**src/rtl/rectangle_stream_decoder.sv**
```systemverilog
// Decodes a draw_rectangle coordinate stream into its bounding box (s_x, s_y, height, width)
// plus exact-fill and emission-order flags, reported after a WIDTH-cycle shift-add multiply.
module rectangle_stream_decoder #(
  parameter int unsigned WIDTH = 32
) (
  input  logic             _clock,
  input  logic             _reset,
  input  logic             _start,
  input  logic             _in_valid,
  output logic             _in_ready,
  input  logic [WIDTH-1:0] _in0,
  input  logic [WIDTH-1:0] _in1,
  input  logic             _in_done,
  output logic [WIDTH-1:0] s_x,
  output logic [WIDTH-1:0] s_y,
  output logic [WIDTH-1:0] height,
  output logic [WIDTH-1:0] width,
  output logic             _filled,
  output logic             _ordered,
  output logic             _done
);

  localparam int unsigned PW = 2 * WIDTH;
  localparam int unsigned CW = $clog2(WIDTH) + 1;

  typedef enum logic [1:0] {
    IDLE    = 2'd0,
    COLLECT = 2'd1,
    MULT    = 2'd2,
    DONE    = 2'd3
  } state_t;

  state_t           state;
  logic [WIDTH-1:0] min_x, max_x, min_y, max_y;
  logic [WIDTH-1:0] prev_x, prev_y, row_x0;
  logic [PW-1:0]    count;
  logic             ord;
  logic             seen;
  logic [PW-1:0]    mcand;
  logic [WIDTH-1:0] mplier;
  logic [PW-1:0]    product;
  logic [CW-1:0]    mcnt;

  logic             xfer;
  logic [WIDTH-1:0] x_span, y_span;
  logic             step_first;
  logic [PW-1:0]    mul_a;
  logic [WIDTH-1:0] mul_b;
  logic [PW-1:0]    prod_next;
  logic             ord_step;

  // Spans wrap in WIDTH bits, so a full-range span reads 0.
  always_comb begin
    xfer       = (state == COLLECT) && _in_valid && _in_ready;
    x_span     = max_x - min_x + WIDTH'(1);
    y_span     = max_y - min_y + WIDTH'(1);
    step_first = (mcnt == CW'(0));
    mul_a      = step_first ? PW'(x_span) : mcand;
    mul_b      = step_first ? y_span : mplier;
    prod_next  = product + (mul_b[0] ? mul_a : PW'(0));
    ord_step   = ((_in0 == prev_x + WIDTH'(1)) && (_in1 == prev_y)) ||
                 ((_in0 == row_x0) && (_in1 == prev_y + WIDTH'(1)));
  end

  // Operand registers are loaded from the spans on the first multiply step because the
  // final transfer may land on the same edge that samples _in_done.
  always_ff @(posedge _clock or posedge _reset) begin
    if (_reset) begin
      state     <= IDLE;
      min_x     <= '0;
      max_x     <= '0;
      min_y     <= '0;
      max_y     <= '0;
      prev_x    <= '0;
      prev_y    <= '0;
      row_x0    <= '0;
      count     <= '0;
      ord       <= 1'b0;
      seen      <= 1'b0;
      mcand     <= '0;
      mplier    <= '0;
      product   <= '0;
      mcnt      <= '0;
      _in_ready <= 1'b0;
      s_x       <= '0;
      s_y       <= '0;
      height    <= '0;
      width     <= '0;
      _filled   <= 1'b0;
      _ordered  <= 1'b0;
      _done     <= 1'b0;
    end else if (_start) begin
      state     <= COLLECT;
      min_x     <= '0;
      max_x     <= '0;
      min_y     <= '0;
      max_y     <= '0;
      count     <= '0;
      ord       <= 1'b0;
      seen      <= 1'b0;
      _in_ready <= 1'b1;
      _done     <= 1'b0;
    end else begin
      case (state)
        COLLECT: begin
          if (xfer) begin
            prev_x <= _in0;
            prev_y <= _in1;
            count  <= count + PW'(1);
            if (!seen) begin
              seen   <= 1'b1;
              min_x  <= _in0;
              max_x  <= _in0;
              min_y  <= _in1;
              max_y  <= _in1;
              row_x0 <= _in0;
              ord    <= 1'b1;
            end else begin
              if (_in0 < min_x) min_x <= _in0;
              if (_in0 > max_x) max_x <= _in0;
              if (_in1 < min_y) min_y <= _in1;
              if (_in1 > max_y) max_y <= _in1;
              ord <= ord & ord_step;
            end
          end
          if (_in_done) begin
            state     <= MULT;
            _in_ready <= 1'b0;
            mcnt      <= '0;
            product   <= '0;
          end
        end
        MULT: begin
          product <= prod_next;
          mcand   <= mul_a << 1;
          mplier  <= mul_b >> 1;
          mcnt    <= mcnt + CW'(1);
          if (mcnt == CW'(WIDTH - 1)) begin
            state    <= DONE;
            _done    <= 1'b1;
            s_x      <= seen ? min_x : '0;
            s_y      <= seen ? min_y : '0;
            height   <= seen ? x_span : '0;
            width    <= seen ? y_span : '0;
            _filled  <= seen && (count == prod_next);
            _ordered <= seen && ord;
          end
        end
        default: ;
      endcase
    end
  end

endmodule

```
**config.mk**
```make
export PLATFORM = sky130hd
export DESIGN_NAME = rectangle_stream_decoder
export DESIGN_NICKNAME = d
export VERILOG_FILES = /design/src/rtl/rectangle_stream_decoder.sv
export SDC_FILE = /design/constraint.sdc
export NUM_CORES = 2
export LEC_CHECK = 0
export ABC_AREA = 1
export CORE_MARGIN = 4
export CORE_UTILIZATION = 60
export CTS_CLUSTER_SIZE = 24
export DETAILED_ROUTE_END_ITERATION = 6
export GPL_ROUTABILITY_DRIVEN = 0
export PLACE_DENSITY = 0.86
export SLEW_MARGIN = 20
export SYNTH_ARGS = -nofsm -noshare
export SYNTH_HDL_FRONTEND = slang
export SYNTH_SLANG_ARGS = --single-unit
```
**constraint.sdc**
```tcl
create_clock -name _clock -period 40.5 [get_ports _clock]
set_clock_uncertainty 0.15 [all_clocks]
set_input_delay 8.1 -clock _clock [delete_from_list [all_inputs] [get_ports _clock]]
set_output_delay 8.1 -clock _clock [all_outputs]
set_load 0.02 [all_outputs]
```
# Word-level counts from Yosys, hierarchy flattened
# Index checks and enable logic that the tools add are counted.
# classes
order_cmp	4
n_reduce_logical	28
n_addsub	9
muxes	51
eq_ne	15
bitwise	3
# op_table
op	n
$mux 32	25
$mux 64	6
$add 32x1->32 const B	4
$eq 32x32->1	4
$pmux 64 s2	1
$add 64x1->64 const B	1
$add 64x64->64	1
$eq 64x64->1	1
$gt 32x32->1	2
$lt 32x32->1	2
$sub 32x32->32	2
$reduce_and 3->1	8
$mux 1	13
$ne 3x2->1 const B	4
$pmux 6 s2	1
$reduce_bool 2->1	6
$reduce_and 2->1	4
$add 6x1->6 const B	1
$eq 6x5->1 const B	1
$logic_and 1x1->1	6
$logic_not 6->1	1
$mux 2	3
$mux 6	1
$ne 3x3->1 const B	2
other kinds (9)	10
# word_totals
register_bits	588
word_cells	133
out_inout_bits	132

# Logic depth before layout (Yosys ltp)
# depth
word_depth	9
mapped_depth	41
mapped_depth_nobuf	41

# Least setup slack after synthesis
# No wires, ideal clock.
# synth_path
kind	input to register
from	in _in1[31]
to	reg max_y[10]
cell_stages	10
n_path_buf	1
slack_ns	30.460
arrival_ns	9.752
setup_time_ns	0.138
path_cell_list	ha_1 > nand4_1 > nor3_1 > nor4b_1 > nand2_1 > nand2_1 > a21oi_2 > nor2_1 > clkbuf_1 > o22ai_1
# synth_between
elab_chain_cells	3
# synth_lines
item	line	source
start: declaration	12	input logic [WIDTH-1:0] _in1,
$gt 32x32->1	122	if (_in1 > max_y) max_y <= _in1;
$ne 3x2->1 (no source line)	n/a	
$reduce_and 3->1 (no source line)	n/a	
end signal: assignment	115	max_y <= _in1;
end signal: assignment	122	
end: declaration	34	logic [WIDTH-1:0] min_x, max_x, min_y, max_y;
# Every way passes these cells.
# A chain may end at the register's enable or synchronous reset.

# Worst setup path in the final report
# layout_path
from	in _start
to	reg mplier[0]
# layout_between
elab_chain_cells	2
# layout_lines
item	line	source
start: declaration	8	input logic _start,
$not 1->1 (no source line)	n/a	
$reduce_and 2->1 (no source line)	n/a	
end signal: assignment	136	mplier <= mul_b >> 1;
end: declaration	40	logic [WIDTH-1:0] mplier;
# Every way passes these cells.

==> results.tsv <==
stage	metric	value	unit
critical_path	timing.critical_path.cells	clkdlybuf4s50_1, buf_4, nor2_4, buf_4, clkinv_2, nor2_1, inv_1, o211ai_1	
critical_path	timing.critical_path.from_type	input port	
placed_design	port_buffers	200	
sta	final.hold.worst_slack	0.321	ns
pwr	peakVddDrop	0.0371	mV
cts	cts_made_buffers	66	
sta	worst_slack	28.41	ns
final_layout	finish.utilization	0.683	
critical_path	cp_top_family	buffers and inverters	
floorplan	design.portCount	201	
cts	cts_hold_buf	0	
global_route	grt-ovfl-total	0	
sta	tightestPinTransition	1.17	ns
synth	avgSynthCellArea	7.42	µm²
detailed_routing	vias	38900	
synth	synth_top_cells_by_count	1,505 x sky130_fd_sc_hd__nand2_1, 705 x sky130_fd_sc_hd__inv_1, 588 x sky130_fd_sc_hd__dfrtp_1, 390 x sky130_fd_sc_hd__nor2_1, 349 x sky130_fd_sc_hd__o21ai_0	
hold_path	hold_path_cells	2	
floorplan	die_h	266	µm
pwr	static_leakage	22.4	nW
synth	unique_masters_post_synth	66	
detailed_routing	route.antenna.remaining_nets	0	
outcome	outcome	complete, but fails checks	
outcome	failed_checks	DRC	
synth	postSynth.topFlopCell	sky130_fd_sc_hd__dfrtp_1	
synth	yosys.area.top_type_share	0.369	
critical_path	regToRegStartpoint	max_x[1]$_DFFE_PP0P_	
critical_path	worst_r2r_path_depth	35	
critical_path	critPathMaxStageDelay	0.75	ns
sta	setup_viol	0	
detailed_routing	dr.pass1.iters	7	
synth	synth_enable_flop_cells	0	
critical_path	path_max_fanout	71	
placed_design	preCtsSetupSlack	27.92	ns
cts	postCtsResizedCells	0	
sta	final.setup.tns	0	ns
detailed_routing	post_drt_wl_per_cell	19.2	µm
cts	cts_max_level	3	
global_route	grt_util_all_layers	0.345	
cts	ctsRootBufferMaster	sky130_fd_sc_hd__clkbuf_16	
critical_path	cp_num_buf_inv	5	
final_layout	final_area	45000	µm²
placed_design	dpl.cell_count	6338	
hold_path	worstHoldPathType	reg2reg	
detailed_routing	initial_drc_count	5170	
detailed_routing	routed_via_density	6.02	
synth	yosysSeqAreaShare	0.369	
detailed_routing	finalWirelength	124000	µm
critical_path	crit-reg2reg-capture	_filled$_DFFE_PP0P_	
cts	cts_tree	done	
critical_path	cp_common_cell	sky130_fd_sc_hd__buf_4	
cts	postCtsSetupRepairBufs	0	
synth	flops_latches_synth	588	
global_route	maximum_number_of_pins_on_one_net_before_global_route_repair	116	
synth	syn-cell-area	39900	µm²
hold_path	hold_path_startpoint	min_y[29]$_DFFE_PP0P_	
global_route	first_pass_grt_wire_length	197000	µm
final_layout	final_layout_net_count	5930	
floorplan	fp.dieArea	70700	µm²
critical_path	path_class	in2reg	
sta	relSlewSlack	0.220	
synth	mappedNetlistNets	5766	
placed_design	place_area	42800	µm²
floorplan	floorplan.core_area	65900	µm²
detailed_routing	route.detailed.drc	10	
sta	period_share	0.299	
critical_path	cp_slowest_cell	sky130_fd_sc_hd__buf_4	
sta	unrepaired_setup_endpoints_after_global_routing	no	
synth	synthTopCellsByArea	sky130_fd_sc_hd__dfrtp_1 37%, sky130_fd_sc_hd__nand2_1 14%, sky130_fd_sc_hd__ha_1 9.9%	
cts	clkLatencyLatePin	0.64	ns
synth	most_common_cell_in_the_synthesized_netlist	sky130_fd_sc_hd__nand2_1	
critical_path	worst-endpoint-required	40.87	ns
final_layout	layoutNonFillerInstCount	6454	
synth	library_cell_occupying_the_most_area_in_the_post_synthesis_netlist	sky130_fd_sc_hd__dfrtp_1	
sta	fin_crit	12.09	ns
pwr	design_power_total	2.55	mW
global_route	initial_antenna_violation_count	4	
critical_path	ff2ff_setup_slack	33.76	ns
global_route	via_count_of_the_first_global_routing_pass	37300	
synth	synth_cells	5378	
critical_path	worstPathArrival	12.47	ns
final_layout	synthToLayoutAreaGrowth	12.7	%
synth	asyncSetResetFlopFracSynth	1.00	
floorplan	initial_core_util	0.606	
sta	hold_vio_cnt_final	0	
critical_path	endpoint_kind	flip-flop	
placed_design	post-dp-hpwl	91900	µm
floorplan	die_w	266	µm
hold_path	hold_path_end	min_y[29]$_DFFE_PP0P_	
final_layout	post_route_cells_drive_above_1_share	0.0501	
cts	cts_buffer_depth	3	
sta	slew_viol_final	0	
critical_path	timing.critical_path.depth	8	
cts	clock_sink_count	588	
floorplan	placement_rows	94	
synth	ys.warnings.count	0	
job	cap_viol_max_count	0	
pwr	power.density	56.7	nW/µm²
sta	timing.fmax	0.0827	GHz
cts	clkTransAtPathRegs	0.06	ns
## power breakdown
| part | leakage [nW] | total (mW) | switching (mW) | internal (mW) |
|---|---|---|---|---|
| clock | 1.09 | 0.628 | 0.259 | 0.369 |
| sequential | 7.57 | 0.790 | 0.0876 | 0.702 |
| combinational | 13.8 | 1.13 | 0.735 | 0.397 |
## worst min-delay path, delay by kind of cell, from the launching register on
family           cells  cell delay (ns)
AND/OR/NAND/NOR      2             0.09
flip-flops           1             0.34
## metal layers
layer	share of wire	track usage	up-vias
met1	0.39	0.455	18200
met4	0.065	0.188	6
li1	-	-	17900
met3	0.11	0.0728	511
met2	0.44	0.534	2236
met5	0.00024	0	-
## worst max path at each step
stage / start / endpoint / slack, ns
after detailed placement: _start / mplier[7]$_DFFE_PP0P_ / 27.92
after CTS: _start / mplier[15]$_DFFE_PP0P_ / 28.54
after global routing: _start / mplier[15]$_DFFE_PP0P_ / 28.21
after floorplan: _reset / _done$_DFFE_PP0P_ / 15.80
final: _start / mplier[0]$_DFFE_PP0P_ / 28.41
after global placement: _start / mplier[2]$_DFFE_PP0P_ / 28.02
## cell families after synthesis
logic type / share of synthesized area
and+or+nand+nor: 0.268
AOI/OAI and AO/OA: 0.124
buffers and inverters: 0.0807
DFF: 0.369
adders and majority gates: 0.101
xor gates and xnor gates: 0.0529
muxes: 0.00479
## registers in the layout (all words and copies together) (netlist names), 2 cells and up
signal and count:
mcnt 6, max_y 32, min_y 32, width 32, prev_x 32, count 64, height 32, mcand 63
mplier 31, row_x0 32, min_x 32, s_y 32, prev_y 32, max_x 32, s_x 32, product 64
state 2
## cell usage in the layout (no fill, tap or decap), drive strengths merged, types with 8 or more instances in the layout
master / count
a21o: 8
dfrtp: 588
nand2: 1533
a21boi: 12
a211oi: 13
buf: 30
a31oi: 18
nor3: 82
nand3b: 23
o22ai: 98
o21bai: 17
a32o: 24
o221ai: 17
xnor3: 8
a21oi: 234
nor4: 18
xor2: 116
clkdlybuf4s50: 200
nand4: 69
clkinv: 13
inv: 720
nor2: 420
o21ai: 360
ha: 316
or2: 14
o21a: 10
o211ai: 28
xnor2: 101
nand3: 338
mux2: 17
clkbuf: 93
## layout make-up
class | instances | area (µm²)
multi-input cells | 3935 | 22000
fillers | 5208 | 20900
flip-flops and latches | 588 | 14700
inverters | 721 | 2720
repair buffers | 230 | 2230
clock buffers | 93 | 1900
well taps | 864 | 1080
clock inverters | 22 | 323
diodes | 1 | 2.50
Power figures use the tool's default switching activity.
